[config.mk]
export PLATFORM = sky130hd
export DESIGN_NAME = irrigacao_controlador
export DESIGN_NICKNAME = d
export VERILOG_FILES = /design/src/rtl/irrigacao_controlador.sv
export SDC_FILE = /design/constraint.sdc
export NUM_CORES = 1
export LEC_CHECK = 0
export ABC_AREA = 1
export CELL_PAD_IN_SITES_DETAIL_PLACEMENT = 1
export CELL_PAD_IN_SITES_GLOBAL_PLACEMENT = 2
export CORE_UTILIZATION = 31
export DETAILED_ROUTE_END_ITERATION = 6
export PLACE_DENSITY_LB_ADDON = 0.1
export SLEW_MARGIN = 20
export SYNTH_ARGS = -nofsm -noshare
export SYNTH_HDL_FRONTEND = slang
export SYNTH_SLANG_ARGS = --single-unit
export TNS_END_PERCENT = 50
[constraint.sdc]
create_clock -name clk -period 1.7 [get_ports clk]
set_clock_uncertainty 0.05 [all_clocks]
set_input_delay 0.425 -clock clk [delete_from_list [all_inputs] [get_ports clk]]
set_output_delay 0.425 -clock clk [all_outputs]
set_load 0.02 [all_outputs]
[src/rtl/irrigacao_controlador.sv]
// Irrigation controller: tank fill, sprinkler and drip scheduling from
// synchronized level/soil/air/temperature sensors, with a 1-s tick base,
// per-state elapsed-time counter and a latched fill-timeout alarm.
module irrigacao_controlador #(
  parameter int DIV_TICK = 50_000_000,
  parameter int T_ASP    = 30,
  parameter int T_GOT    = 60,
  parameter int T_FILL   = 120
) (
  input  logic       clk,
  input  logic       reset,
  input  logic       H,
  input  logic       M,
  input  logic       L,
  input  logic       Us,
  input  logic       Ua,
  input  logic       T,
  output logic       Ve,
  output logic       Bs,
  output logic       Vs,
  output logic       Erro,
  output logic       Alarme,
  output logic [2:0] estado,
  output logic [7:0] tempo
);

  localparam int             PW         = (DIV_TICK > 1) ? $clog2(DIV_TICK) : 1;
  localparam logic [PW-1:0]  PRESC_MAX  = PW'(DIV_TICK - 1);
  localparam logic [7:0]     TEMPO_MAX  = '1;

  typedef enum logic [2:0] {
    IDLE        = 3'd0,
    ENCHER      = 3'd1,
    ASPERSAO    = 3'd2,
    GOTEJAMENTO = 3'd3,
    ERRO        = 3'd4
  } state_t;

  logic [5:0]    r_sync1;
  logic [5:0]    r_sync2;
  logic          r_vld1;
  logic          r_vld2;
  logic [PW-1:0] r_presc;
  state_t        r_state;
  state_t        w_next;
  logic [7:0]    r_tempo;
  logic          r_alarme;

  logic w_tick;
  logic w_h, w_m, w_l, w_us, w_ua, w_t;
  logic w_invalid;
  logic w_fill_to, w_asp_to, w_got_to;
  logic w_set_alarme;

  // Two-flop synchronizer for all sensors. A valid bit travels alongside the
  // data so the FSM holds in IDLE until real sampled values reach stage 2,
  // instead of acting on the all-zero reset contents (which read as "tank empty").
  always_ff @(posedge clk or posedge reset) begin
    if (reset) begin
      r_sync1 <= '0;
      r_sync2 <= '0;
      r_vld1  <= 1'b0;
      r_vld2  <= 1'b0;
    end else begin
      r_sync1 <= {H, M, L, Us, Ua, T};
      r_sync2 <= r_sync1;
      r_vld1  <= 1'b1;
      r_vld2  <= r_vld1;
    end
  end

  assign {w_h, w_m, w_l, w_us, w_ua, w_t} = r_sync2;

  // Free-running prescaler; tick is high during the last count of each period.
  always_ff @(posedge clk or posedge reset) begin
    if (reset) begin
      r_presc <= '0;
    end else if (r_presc == PRESC_MAX) begin
      r_presc <= '0;
    end else begin
      r_presc <= r_presc + 1'b1;
    end
  end

  assign w_tick    = (r_presc == PRESC_MAX);
  assign w_invalid = (w_h & ~w_m) | (w_m & ~w_l);
  assign w_fill_to = (32'(r_tempo) >= 32'(T_FILL));
  assign w_asp_to  = (32'(r_tempo) >= 32'(T_ASP));
  assign w_got_to  = (32'(r_tempo) >= 32'(T_GOT));

  // Next-state decision; an inconsistent level combination overrides everything.
  always_comb begin
    w_next       = r_state;
    w_set_alarme = 1'b0;
    case (r_state)
      IDLE: begin
        if (r_vld2) begin
          if (w_invalid)                  w_next = ERRO;
          else if (!w_m)                  w_next = ENCHER;
          else if (!w_us && w_t && !w_ua) w_next = ASPERSAO;
          else if (!w_us)                 w_next = GOTEJAMENTO;
        end
      end
      ENCHER: begin
        if (w_invalid) begin
          w_next = ERRO;
        end else if (w_h) begin
          w_next = IDLE;
        end else if (w_fill_to) begin
          w_next       = ERRO;
          w_set_alarme = 1'b1;
        end
      end
      ASPERSAO: begin
        if (w_invalid)              w_next = ERRO;
        else if (w_us || w_asp_to)  w_next = IDLE;
        else if (!w_m)              w_next = ENCHER;
      end
      GOTEJAMENTO: begin
        if (w_invalid)              w_next = ERRO;
        else if (w_us || w_got_to)  w_next = IDLE;
        else if (!w_l)              w_next = ENCHER;
      end
      ERRO: begin
        if (!w_invalid && !r_alarme) w_next = IDLE;
      end
      default: w_next = IDLE;
    endcase
  end

  // State register.
  always_ff @(posedge clk or posedge reset) begin
    if (reset) begin
      r_state <= IDLE;
    end else begin
      r_state <= w_next;
    end
  end

  // Elapsed ticks in the current state; a state change clears it even on a tick.
  always_ff @(posedge clk or posedge reset) begin
    if (reset) begin
      r_tempo <= '0;
    end else if (w_next != r_state) begin
      r_tempo <= '0;
    end else if (w_tick && (r_tempo != TEMPO_MAX)) begin
      r_tempo <= r_tempo + 8'd1;
    end
  end

  // Fill-timeout alarm, sticky until reset.
  always_ff @(posedge clk or posedge reset) begin
    if (reset) begin
      r_alarme <= 1'b0;
    end else if (w_set_alarme) begin
      r_alarme <= 1'b1;
    end
  end

  // Moore output decode; one-hot state decode keeps the valves exclusive.
  always_comb begin
    Ve     = (r_state == ENCHER);
    Bs     = (r_state == ASPERSAO);
    Vs     = (r_state == GOTEJAMENTO);
    Erro   = (r_state == ERRO);
    Alarme = r_alarme;
    estado = r_state;
    tempo  = r_tempo;
  end

endmodule

==> impl_metrics.prom <==
# TYPE chip_impl_metric gauge
chip_impl_metric{name="floorplan.die_area",unit="um2"} 9490
chip_impl_metric{name="synthSimpleGateAreaFrac",unit="%"} 34.3
chip_impl_metric{name="syn_area",unit="um2"} 2820
chip_impl_metric{name="synth_xor_xnor_area_share",unit="%"} 5.28
chip_impl_metric{name="grt_pass1_wl",unit="um"} 12900
chip_impl_metric{name="gr-usage-all-layers",unit="%"} 17.2
chip_impl_metric{name="critPathArrivalTime",unit="ns"} 1.28
chip_impl_metric{name="clk_path_buf_depth",unit=""} 2
chip_impl_metric{name="post-route-worst-setup-slack",unit="ns"} -0.0504
chip_impl_metric{name="diodes",unit=""} 0
chip_impl_metric{name="fill_cell_count",unit=""} 1057
chip_impl_metric{name="floorplan.die.height",unit="um"} 97.4
chip_impl_info{name="failed_checks",value="negative setup slack"} 1
chip_impl_info{name="run_status",value="finished, violations left"} 1
chip_impl_metric{name="dpl_cell_area",unit="um2"} 3520
chip_impl_metric{name="syn-instance-count",unit=""} 351
chip_impl_metric{name="worst_skew_pair.late_latency",unit="ns"} 0.33
chip_impl_metric{name="drt-wirelength-per-cell",unit="um"} 14.6
chip_impl_metric{name="finalCoreUtilization",unit="%"} 44.8
chip_impl_metric{name="drt-pass1-iter-count",unit=""} 4
chip_impl_metric{name="multi_input_area",unit="um2"} 1540
chip_impl_metric{name="numPortBuffers",unit=""} 23
chip_impl_metric{name="iter_0_drt_violations",unit=""} 76
chip_impl_info{name="worstSetupEndpointType",value="output pin"} 1
chip_impl_info{name="dominant_combinational_cell_family_by_area_after_synthesis",value="simple AND/OR/NAND/NOR gates"} 1
chip_impl_metric{name="area.sequential",unit="um2"} 1300
chip_impl_metric{name="grt_antenna_before_repair",unit=""} 0
chip_impl_metric{name="cts_buffers",unit=""} 5
chip_impl_metric{name="final_cell_area",unit="um2"} 3930
chip_impl_metric{name="crit_required",unit="ns"} 1.22
chip_impl_metric{name="placement_rows",unit=""} 34
chip_impl_metric{name="ys_seq_area_share",unit="%"} 46.1
chip_impl_metric{name="synth-warning-count",unit=""} 0
chip_impl_metric{name="via_count_of_the_first_global_routing_pass",unit=""} 2592
chip_impl_metric{name="vias_per_cell",unit=""} 4.64
chip_impl_metric{name="top_level_ports",unit=""} 24
chip_impl_metric{name="antenna_left",unit=""} 0
chip_impl_metric{name="yosys_register_bits",unit=""} 52
chip_impl_metric{name="ir_drop",unit="mV"} 0.360
chip_impl_metric{name="die_x",unit="um"} 97.4
chip_impl_info{name="criticalPathCategory",value="flop to output pin"} 1
chip_impl_metric{name="drt_wl_total",unit="um"} 7830
chip_impl_metric{name="synth.top_cell.area_share",unit="%"} 46.1
chip_impl_info{name="tritoncts",value="built"} 1
chip_impl_metric{name="drive_gt1_share",unit="%"} 36.2
chip_impl_metric{name="slew_viol_final",unit=""} 0
chip_impl_metric{name="hold_violations",unit=""} 0
chip_impl_info{name="grt_setup_unrepaired",value="yes"} 1
chip_impl_metric{name="syn-num-nets",unit=""} 362
chip_impl_metric{name="worstPathMaxFanout",unit=""} 3
chip_impl_metric{name="power.density_cell_area",unit="nW/um2"} 705
chip_impl_metric{name="htreeDepth",unit=""} 2
chip_impl_metric{name="ys_types",unit=""} 30
chip_impl_metric{name="clock-sinks",unit=""} 52
chip_impl_metric{name="synth-adder-area-share",unit="%"} 1.33
chip_impl_metric{name="synth-compound-area-share",unit="%"} 5.10
chip_impl_metric{name="cap_viol_max_count",unit=""} 0
chip_impl_metric{name="final_count_of_negative_setup_slack_endpoints",unit=""} 11
chip_impl_metric{name="dp_hpwl",unit="um"} 5810
chip_impl_metric{name="grt-ovfl-total",unit=""} 0
chip_impl_info{name="critPathLaunchType",value="flop"} 1
chip_impl_metric{name="coreArea",unit="um2"} 8760
chip_impl_info{name="clock_tree.root_cell",value="sky130_fd_sc_hd__clkbuf_8"} 1
chip_impl_metric{name="total_drc_errors_in_the_routed_layout",unit=""} 0
chip_impl_metric{name="gp_routability_congestion",unit=""} 0.785
chip_impl_info{name="holdCritPathClass",value="flop to flop"} 1
chip_impl_metric{name="num-nets-final",unit=""} 438
chip_impl_metric{name="maximum_clock_frequency",unit="GHz"} 0.571
chip_impl_info{name="synthDominantAreaCellType",value="sky130_fd_sc_hd__dfrtp_1"} 1
chip_impl_metric{name="synth.mux.area_fraction",unit="%"} 0
chip_impl_info{name="synth_area_leaders",value="sky130_fd_sc_hd__dfrtp_1 (46%), sky130_fd_sc_hd__nand2_1 (9.7%), sky130_fd_sc_hd__nor2_1 (6.9%)"} 1
chip_impl_metric{name="layout-area-overhead-vs-synth",unit="%"} 39.2
chip_impl_metric{name="avg_cell_area_syn",unit="um2"} 8.04
chip_impl_metric{name="initial_util",unit="%"} 32.2
chip_impl_metric{name="finalCriticalPeriod",unit="ns"} 1.75
chip_impl_metric{name="num_vias",unit=""} 2487
chip_impl_metric{name="clock_transition_at_path_regs",unit="ns"} 0.12
chip_impl_metric{name="pin_count_of_the_biggest_net_entering_global_routing",unit=""} 53
chip_impl_metric{name="setup-tns-final",unit="ns"} -0.328
chip_impl_metric{name="cellLeakagePower",unit="uW"} 0.00188
chip_impl_metric{name="timing.final.crit_share",unit="%"} 103
## final cells by class
cell class | count | share of cell area (%)
Inverter | 54 | 5.51
Tap cell | 108 | 3.44
Multi-Input combinational cell | 243 | 39.2
Sequential cell | 52 | 33.2
Clock buffer | 5 | 1.75
Clock inverter | 3 | 0.701
Timing Repair Buffer | 71 | 16.2
## metrics by stage
step / setup WS, ns / hold WS [ns] / total power, uW / std cells
after global placement: -0.0866 / 0.285 / 1830 / 521
after floorplan: 0.0362 / 0.281 / 1600 / 351
final: -0.0504 / 0.290 / 2770 / 536
after global routing: -0.146 / 0.312 / 2920 / 536
after CTS: -0.107 / 0.306 / 2650 / 531
after detailed placement: -0.109 / 0.286 / 1840 / 521
## registers in the layout (all words and copies together), names as in the netlist
name     flops
r_vld2       1
r_sync1      6
Alarme       1
r_vld1       1
r_sync2      6
estado       3
r_presc     26
tempo        8
## final timing paths
| kind | depth (start not counted) | end | slack [ns] | startpoint |
|---|---|---|---|---|
| min in group asynchronous | 3 | r_vld1 | 0.44 | reset |
| setup reg to reg | 9 | tempo[1] | -0.04 | tempo[7] |
| hold / removal | 0 | r_sync2[1] | 0.29 | r_sync1[1] |
| max in group asynchronous | 3 | r_presc[25] | 0.86 | reset |
| setup / recovery | 4 | Vs | -0.05 | estado[1] |
| hold reg to reg | 0 | r_sync2[1] | 0.29 | r_sync1[1] |
## cell usage after synthesis
library cell and count:
sky130_fd_sc_hd__o21ai_0 8, sky130_fd_sc_hd__nor3_4 2, sky130_fd_sc_hd__a21oi_1 8, sky130_fd_sc_hd__nand2_1 73, sky130_fd_sc_hd__nand3_2 4, sky130_fd_sc_hd__nand3_4 1
sky130_fd_sc_hd__nand2_4 2, sky130_fd_sc_hd__dfrtp_1 52, sky130_fd_sc_hd__o21ai_2 3, sky130_fd_sc_hd__conb_1 1, sky130_fd_sc_hd__a21oi_2 1, sky130_fd_sc_hd__buf_6 1
sky130_fd_sc_hd__ha_1 3, sky130_fd_sc_hd__nor3_2 3, sky130_fd_sc_hd__a31oi_1 3, sky130_fd_sc_hd__clkbuf_1 1, sky130_fd_sc_hd__nor2_2 7, sky130_fd_sc_hd__inv_1 41
sky130_fd_sc_hd__o21ai_1 2, sky130_fd_sc_hd__nand2_2 7, sky130_fd_sc_hd__clkinv_1 2, sky130_fd_sc_hd__xnor2_1 3, sky130_fd_sc_hd__xor2_1 14, sky130_fd_sc_hd__nand3_1 17
sky130_fd_sc_hd__nor4_1 3, sky130_fd_sc_hd__nor2_4 3, sky130_fd_sc_hd__nor3_1 10, sky130_fd_sc_hd__inv_2 11, sky130_fd_sc_hd__nand4_1 13, sky130_fd_sc_hd__nor2_1 52
## timing repair
item / CTS / global route
cloned: 0 / 1
pin swaps: 1 / 26
resized for setup: 40 / 75
hold buffers: 0 / 0
endpoints found under the setup margin: 25 / 32
setup buffers: 2 / 4
## report_power, final
group / total, uW / internal (uW) / switching (uW)
combinational: 696 / 285 / 411
sequential: 1290 / 1270 / 23.8
clock: 778 / 304 / 474
## layout by cell type (no fill, tap or decap), types with 4 or more instances in the layout
cell                              count
sky130_fd_sc_hd__buf_4               40
sky130_fd_sc_hd__o21ai_0              8
sky130_fd_sc_hd__nor3_4               6
sky130_fd_sc_hd__nor2_1              38
sky130_fd_sc_hd__nand2_1             60
sky130_fd_sc_hd__nor2_4               9
sky130_fd_sc_hd__nand2_2             17
sky130_fd_sc_hd__nand4_1             13
sky130_fd_sc_hd__xor2_1              13
sky130_fd_sc_hd__nand3_2              7
sky130_fd_sc_hd__buf_6                9
sky130_fd_sc_hd__nor3_1               8
sky130_fd_sc_hd__a21oi_1              8
sky130_fd_sc_hd__inv_2               18
sky130_fd_sc_hd__clkdlybuf4s50_1      7
sky130_fd_sc_hd__dfrtp_1             50
sky130_fd_sc_hd__inv_1               32
sky130_fd_sc_hd__clkbuf_8             5
sky130_fd_sc_hd__nand2_4              4
sky130_fd_sc_hd__nor2_2              15
sky130_fd_sc_hd__dlygate4sd2_1       10
sky130_fd_sc_hd__nand3_1             12
## worst max-delay path, stage by stage, from the launching register on
cell and delay [ns]:
sky130_fd_sc_hd__dfrtp_1 0.42, sky130_fd_sc_hd__buf_6 0.14, sky130_fd_sc_hd__inv_4 0.04, sky130_fd_sc_hd__nor3_4 0.19, sky130_fd_sc_hd__buf_6 0.15
## cell families after synthesis
kind of cell / count (synthesis)
fa+ha+maj: 3
xor+xnor: 17
other cells: 1
simple gates: 197
buf+inv: 56
flops: 52
compound gates: 25
## layer usage
metal | part of all wire [%] | track usage [%] | up-vias
li1 | - | - | 1264
met1 | 47 | 22.6 | 1190
met2 | 50 | 29.7 | 26
met3 | 2.1 | 2.66 | 7
met4 | 1.0 | 4.07 | 0
met5 | 0 | 0 | -
(Power assumes the default switching activity.)
